$ cat src/rtl/debug_dump_pkg.sv
// debug_dump_pkg: shared FSM/section encodings, header magic and word-count helper for the debug dump sequencer.
package debug_dump_pkg;
  typedef enum logic [2:0] {ST_IDLE, ST_LOAD, ST_WAIT_BUSY, ST_WAIT_EMPTY, ST_NEXT, ST_DONE} state_t;
  typedef enum logic [2:0] {SEC_HDR, SEC_PC, SEC_REG, SEC_MEM, SEC_CHK} section_t;
  localparam logic [15:0] DUMP_MAGIC = 16'hD0D0;
  function automatic logic [15:0] dump_word_count(input int nb_regs, input int nb_mem, input bit with_chk);
    return 16'(2 + nb_regs + nb_mem + (with_chk ? 1 : 0));
  endfunction
endpackage

$ cat src/rtl/dump_word_mux.sv
// dump_word_mux: selects the word to transmit for the current dump section.
module dump_word_mux import debug_dump_pkg::*; #(
  parameter int DATA_WIDTH = 32,
  parameter logic [15:0] WORD_COUNT = 16'd66
) (
  input  section_t                section,
  input  logic [DATA_WIDTH-1:0]   pc,
  input  logic [DATA_WIDTH-1:0]   reg_data,
  input  logic [DATA_WIDTH-1:0]   mem_data,
  input  logic [DATA_WIDTH-1:0]   chk,
  output logic [DATA_WIDTH-1:0]   word
);
  localparam logic [DATA_WIDTH-1:0] HDR = DATA_WIDTH'({DUMP_MAGIC, WORD_COUNT});
  always_comb
    word = section == SEC_HDR ? HDR :
           section == SEC_PC  ? pc :
           section == SEC_REG ? reg_data :
           section == SEC_MEM ? mem_data : chk;
endmodule

$ cat src/rtl/debug_dump_sequencer.sv
// debug_dump_sequencer: walks HDR, PC, registers and memory into the word transmitter; DUMP_CHECKSUM_EN appends an XOR checksum word.
module debug_dump_sequencer import debug_dump_pkg::*; #(
  parameter int DATA_WIDTH   = 32,
  parameter int NB_REGS      = 32,
  parameter int NB_MEM_WORDS = 32,
  parameter int REG_ADDR_W   = 5,
  parameter int MEM_ADDR_W   = 5
) (
  input  logic                  i_clk,
  input  logic                  i_reset,
  input  logic                  i_dump_req,
  input  logic [DATA_WIDTH-1:0] i_pc,
  input  logic [DATA_WIDTH-1:0] i_reg_data,
  input  logic [DATA_WIDTH-1:0] i_mem_data,
  input  logic                  i_tx_buffer_empty,
  output logic [REG_ADDR_W-1:0] o_reg_addr,
  output logic [MEM_ADDR_W-1:0] o_mem_addr,
  output logic [DATA_WIDTH-1:0] o_pipeline_info,
  output logic                  o_tx_start,
  output logic                  o_busy,
  output logic                  o_dump_done
);
`ifdef DUMP_CHECKSUM_EN
  localparam bit CHK_EN = 1'b1;
`else
  localparam bit CHK_EN = 1'b0;
`endif
  localparam logic [15:0] WORD_COUNT = dump_word_count(NB_REGS, NB_MEM_WORDS, CHK_EN);
  localparam logic [REG_ADDR_W-1:0] REG_LAST = REG_ADDR_W'(NB_REGS - 1);
  localparam logic [MEM_ADDR_W-1:0] MEM_LAST = MEM_ADDR_W'(NB_MEM_WORDS - 1);
  state_t state, state_n;
  section_t section, section_n;
  logic [REG_ADDR_W-1:0] reg_addr_n;
  logic [MEM_ADDR_W-1:0] mem_addr_n;
  logic [DATA_WIDTH-1:0] info_n, word, chk;
  logic tx_start_n, last;
  dump_word_mux #(.DATA_WIDTH(DATA_WIDTH), .WORD_COUNT(WORD_COUNT)) u_mux (
    .section(section), .pc(i_pc), .reg_data(i_reg_data), .mem_data(i_mem_data), .chk(chk), .word(word)
  );
`ifdef DUMP_CHECKSUM_EN
  // Every loaded word except CHK itself folds into the accumulator, so CHK covers all preceding words.
  always_ff @(posedge i_clk or posedge i_reset)
    if (i_reset) chk <= '0;
    else chk <= state == ST_IDLE ? '0 : state == ST_LOAD ? chk ^ word : chk;
`else
  assign chk = '0;
`endif
  assign last = section == SEC_CHK || (section == SEC_MEM && o_mem_addr == MEM_LAST && !CHK_EN);
  assign o_busy = state != ST_IDLE;
  assign o_dump_done = state == ST_DONE;
  always_comb begin
    state_n = state;
    section_n = section;
    reg_addr_n = o_reg_addr;
    mem_addr_n = o_mem_addr;
    info_n = o_pipeline_info;
    tx_start_n = 1'b0;
    case (state)
      ST_IDLE:
        if (i_dump_req) begin
          state_n = ST_LOAD;
          section_n = SEC_HDR;
          reg_addr_n = '0;
          mem_addr_n = '0;
        end
      ST_LOAD: begin
        state_n = ST_WAIT_BUSY;
        info_n = word;
        tx_start_n = 1'b1;
      end
      ST_WAIT_BUSY: state_n = i_tx_buffer_empty ? ST_WAIT_BUSY : ST_WAIT_EMPTY;
      ST_WAIT_EMPTY: state_n = i_tx_buffer_empty ? ST_NEXT : ST_WAIT_EMPTY;
      ST_NEXT: begin
        state_n = last ? ST_DONE : ST_LOAD;
        case (section)
          SEC_HDR: section_n = SEC_PC;
          SEC_PC: section_n = SEC_REG;
          SEC_REG:
            if (o_reg_addr == REG_LAST) section_n = SEC_MEM;
            else reg_addr_n = o_reg_addr + 1'b1;
          SEC_MEM:
            if (o_mem_addr == MEM_LAST) section_n = SEC_CHK;
            else mem_addr_n = o_mem_addr + 1'b1;
          default: section_n = section;
        endcase
      end
      ST_DONE: state_n = ST_IDLE;
      default: state_n = ST_IDLE;
    endcase
  end
  always_ff @(posedge i_clk or posedge i_reset)
    if (i_reset) begin
      state <= ST_IDLE;
      section <= SEC_HDR;
      o_reg_addr <= '0;
      o_mem_addr <= '0;
      o_pipeline_info <= '0;
      o_tx_start <= 1'b0;
    end else begin
      state <= state_n;
      section <= section_n;
      o_reg_addr <= reg_addr_n;
      o_mem_addr <= mem_addr_n;
      o_pipeline_info <= info_n;
      o_tx_start <= tx_start_n;
    end
endmodule

$ cat config.mk
export PLATFORM = sky130hd
export DESIGN_NAME = debug_dump_sequencer
export DESIGN_NICKNAME = d
export VERILOG_FILES = /design/src/rtl/debug_dump_pkg.sv /design/src/rtl/dump_word_mux.sv /design/src/rtl/debug_dump_sequencer.sv
export SDC_FILE = /design/constraint.sdc
export NUM_CORES = 1
export LEC_CHECK = 0
export ABC_AREA = 1
export CAP_MARGIN = 20
export CORE_ASPECT_RATIO = 1.5
export CORE_MARGIN = 1.5
export CORE_UTILIZATION = 46
export CTS_BUF_LIST = sky130_fd_sc_hd__clkbuf_8
export CTS_CLUSTER_DIAMETER = 50
export DETAILED_ROUTE_END_ITERATION = 16
export GPL_TIMING_DRIVEN = 0
export PLACE_DENSITY_LB_ADDON = 0.15
export SYNTH_ARGS = -nofsm -noshare
export SYNTH_HDL_FRONTEND = slang
export SYNTH_SLANG_ARGS = --single-unit
export TNS_END_PERCENT = 30
$ cat constraint.sdc
create_clock -name i_clk -period 3.88 [get_ports i_clk]
set_input_delay 0.776 -clock i_clk [delete_from_list [all_inputs] [get_ports i_clk]]
set_output_delay 0.776 -clock i_clk [all_outputs]
set_load 0.05 [all_outputs]
After elaboration in Yosys (flattened, before gate mapping)
Cells that the tools add are included.
W data, S select, Z words.
{ "word_totals": {"regBits": 49, "output_inout_bits": 45, "word_cells": 58} }
{ "op_classes": {"addsub": 2, "eq_ne": 19, "muxes": 22, "n_reduce_logical": 9} }
{ "ops": {"columns": ["op", "n"], "rows": [
  ["$mux W32", 4],
  ["$mux W5", 5],
  ["$pmux W5 S2", 2],
  ["$mux W3", 6],
  ["$pmux W3 S5", 1],
  ["$eq A3 B2 Y1 const B", 4],
  ["$pmux W3 S4", 1],
  ["$add A5 B1 Y5 const B", 2],
  ["$eq A5 B5 Y1 const B", 2],
  ["$eq A3 B3 Y1 const B", 3],
  ["$ne A2 B2 Y1 const B", 4],
  ["$reduce_and A4 Y1", 2],
  ["$eq A3 B1 Y1 const B", 2],
  ["$logic_not A3 Y1", 2],
  ["$ne A3 B3 Y1 const B", 2],
  ["$pmux W3 S2", 1],
  ["$ne A5 B2 Y1 const B", 1],
  ["$reduce_and A5 Y1", 1],
  ["$reduce_bool A3 Y1", 1],
  ["$mux W1", 2],
  ["$ne A2 B1 Y1 const B", 1],
  ["$reduce_bool A2 Y1", 1],
  ["$logic_and A1 B1 Y1", 1],
  ["$logic_or A1 B1 Y1", 1]
]} }

Logic depth before layout (Yosys ltp)
{ "logic_depth": {"depth_word": 5, "ltp_mapped": 11, "ltp_nobuf": 11} }

By module
From an unflattened synthesis, not the netlist that was laid out.
{ "unflattened": {"hier_cells": 603, "area_unflattened_um2": 3678.5} }
{ "by_module_without_submodules": {"columns": ["mod", "instances", "cells_per_inst", "area_per_inst_um2", "seq_area_each_um2"], "rows": [
  ["debug_dump_sequencer", 1, 265, 2194.6, 1226.2],
  ["dump_word_mux", 1, 338, 1483.9, 0.0]
]} }

Worst setup path before layout
Ideal clock, no wire load.
{ "synth_path": {"path_type": "register -> output", "from": "register state[1]", "to": "output port o_dump_done", "arrival_ps": 1327, "required_time_ps": 3104, "slack_ps": 1777, "path_stages_with_launch": 4, "n_path_buf": 0, "path_cell_list": "dfrtp_1 > inv_1 > nand2_1 > nor2_1"} }
{ "synth_between": {"elab_chain_len": 1} }
{ "synth_lines": {"columns": ["item", "line", "text"], "rows": [
  ["from (decl)", "debug_dump_sequencer.sv:31", "state_t state, state_n;"],
  ["from (signal assigned)", "debug_dump_sequencer.sv:100", "state <= state_n;"],
  ["$eq A3 B3 Y1", "debug_dump_sequencer.sv:50", "assign o_dump_done = state == ST_DONE;"],
  ["to (decl)", "debug_dump_sequencer.sv:21", "output logic o_dump_done"]
]} }
Every way passes these cells.

Worst setup path in the final report
Ends and elaborated chain as after synthesis.

==> impl_metrics.ini <==
[clock_network]
cts-root-buf = clkbuf_8
clk_pin_slew_worst_paths_ps = 80
cts_resized = 0
h-tree-depth = 2
clk_latency_ps = 300
post_cts_buffers = 0
cts.sinks = 49
cts_tree = built
cts_buffers = 5
hold_buffers = 0
clockBufferDepth = 2

[synth]
synth_xor_area_share_pct = 0.583
synth_async_sr_flop_share_pct = 100
yosys_warnings = 0
synthCells = 417
synthSimpleGateAreaFrac_pct = 33.8
ys_dominant_reg_cell = dfrtp_1
synth.avg_cell_area_um2 = 7.21
ys_ff_latch = 49
yosysSeqAreaShare_pct = 40.8
syn-num-nets = 521
synth_top_family_by_area = simple AND/OR/NAND/NOR gates
synth_compound_area_share_pct = 15.0
synthMuxAreaShare_pct = 0
synth_edf_count = 0
synth_fa_ha_area_share_pct = 1.66
synth_area_um2 = 3010
ys_types = 32

[layout]
drive_gt1_share_pct = 10.7
antenna_cells = 0
fin_util_pct = 74.7
nFillCells = 516
syn_to_final_growth_pct = 54.6
nets = 673
final_cells = 643

[timing]
finalSetupTns_ps = 0
rsz0062_at_grt = no
hold_viol = 0
slew_viol_final = 0
worst_pin_slew_ps = 551
relSlewSlack_pct = 63.2
post-route-min-period_ps = 2760
timing.final.crit_share_pct = 71.0
fmax_mhz = 363
finClkSkew_ps = 12.9
finalSetupViolCount = 0
setup_slack_ps = 1120

[setup_path]
reg2reg_slack_ps = 2190
crit_path_end_kind = primary output
arrival_ps = 1980
ff2ff_path_depth = 10
worst-path-max-fanout = 4
cp_data_required_time_ps = 3100
startpoint_type = flip-flop
critPathKind = flip-flop to primary output

[die]
start_util_pct = 48.4
die_w_um = 69.0
coreArea_um2 = 6220
num_rows = 35
ioPinCount = 145
die_area_um2 = 7040
die_h_um = 102

[placed_design]
hpwl_um = 6950
io_buffers = 144
gp_congestion = 0.811
place_ws_ps = 1450
dp.cells = 636

[global_route]
overflow = 0
antenna_found_initial = 0
grt_max_degree = 42
grt_util_met2_pct = 47.7
grt_pass1_vias = 3213
grt_usage_pct = 26.1
grt_pass1_wl_um = 14800
gr-usage-met3_pct = 4.04
top_usage_layer = met2
grt_util_met1_pct = 30.5

[routing]
drt_iter0_markers = 130
wl_um = 8900
vias = 3234
viasPerCell = 5.03
route.detailed.drc = 0
ant_nets = 0
routedWlPerCell_um = 13.8
drtPass1Iterations = 4

[hold_path]
hold-path-cell-count = 2
hp-class = flip-flop to flip-flop

[power]
ir_drop_mv = 0.317
total_power_w = 0.00175
p_per_area_nw_per_um2 = 376
power.static_leakage_nw = 2.21

[run_status]
status = completed

[flow_run]
maxCapViolCount = 0
[layout make-up]
class	instances	area (um^2)	share of cell area, %
inverter	39	146	3.15
tap	74	92.6	1.99
clock inverter	1	3.75	0.0808
timing repair buffer	145	1460	31.4
clock buffer	6	82.6	1.78
multi-input combinational	313	1540	33.0
buffer	16	98.8	2.13
sequential	49	1230	26.4
[placed cells by master, fill, tap and decap left out, drive strengths merged]
master / n
nand2: 141
nand4: 3
nor3: 1
ha: 4
and3: 2
clkdlybuf4s50: 144
nand3: 21
o211ai: 7
nor2: 54
a21boi: 4
xor2: 1
inv: 40
xnor2: 1
o21ai: 57
a21oi: 7
or2: 10
buf: 10
clkbuf: 13
dfrtp: 49
[power by group]
group | switching (W) | internal, W | total (W)
clock network | 0.000162 | 0.000139 | 0.000302
logic | 0.000513 | 0.000309 | 0.000822
registers | 0.0000519 | 0.000573 | 0.000624
[critical path, cell delays in order (launching register included)]
cell and delay [ps]:
dfrtp_1 420, inv_1 160, nand2_1 150, nor2_1 140, clkdlybuf4s50_1 810
[synthesized netlist by cell type, types with 2 or more instances]
master / count / area, um^2
a21boi_1: 4 / 30.0
a21oi_1: 7 / 35.0
buf_2: 3 / 15.0
buf_4: 3 / 22.5
buf_6: 3 / 33.8
clkbuf_1: 6 / 22.5
dfrtp_1: 49 / 1230
ha_1: 4 / 50.1
inv_1: 31 / 116
inv_2: 8 / 30.0
nand2_1: 139 / 522
nand2_2: 2 / 12.5
nand3_1: 18 / 90.1
nand3_2: 2 / 20.0
nand4_1: 3 / 18.8
nor2_1: 47 / 176
nor2_2: 2 / 12.5
nor2_4: 4 / 45.0
o211ai_1: 7 / 52.6
o21ai_0: 40 / 200
o21ai_1: 4 / 20.0
o21ai_2: 13 / 114
or2_2: 9 / 56.3
[worst paths after layout]
check                                               start                               to
min reg2reg                o_pipeline_info[4]$_DFFE_PP0P_   o_pipeline_info[4]$_DFFE_PP0P_
min                        o_pipeline_info[4]$_DFFE_PP0P_   o_pipeline_info[4]$_DFFE_PP0P_
max reg2reg                     o_mem_addr[0]$_DFFE_PP0P_        o_mem_addr[2]$_DFFE_PP0P_
max in group asynchronous                         i_reset  o_pipeline_info[28]$_DFFE_PP0P_
max                                  state[1]$_DFFE_PP0P_                      o_dump_done
min in group asynchronous                         i_reset        o_reg_addr[3]$_DFFE_PP0P_
[sequential cells by signal (all words and copies together) (netlist names)]
signal	cells
o_tx_start	1
o_pipeline_info	32
section	3
o_mem_addr	5
o_reg_addr	5
state	3
[routing by layer]
metal,part of all wire [%],up-vias
met4,2.0,0
met2,52,113
met5,0,-
met3,4.9,13
met1,41,1482
li1,-,1626
[per-stage QoR]
stage | area (um^2) | hold slack (ps)
2_1_floorplan | 3010 | 482
3_3_place_gp | 4540 | 463
3_5_place_dp | 4560 | 465
4_1_cts | 4650 | 488
5_1_grt | 4650 | 504
6_report | 4650 | 486
[logic make-up after synthesis]
| family | after synthesis |
|---|---|
| AOI/OAI and AO/OA | 75 |
| xor gates and xnor gates | 2 |
| adders and majority gates | 4 |
| buffers and inverters | 55 |
| DFF | 49 |
| and+or+nand+nor | 232 |
Power figures use the tool's default switching activity.
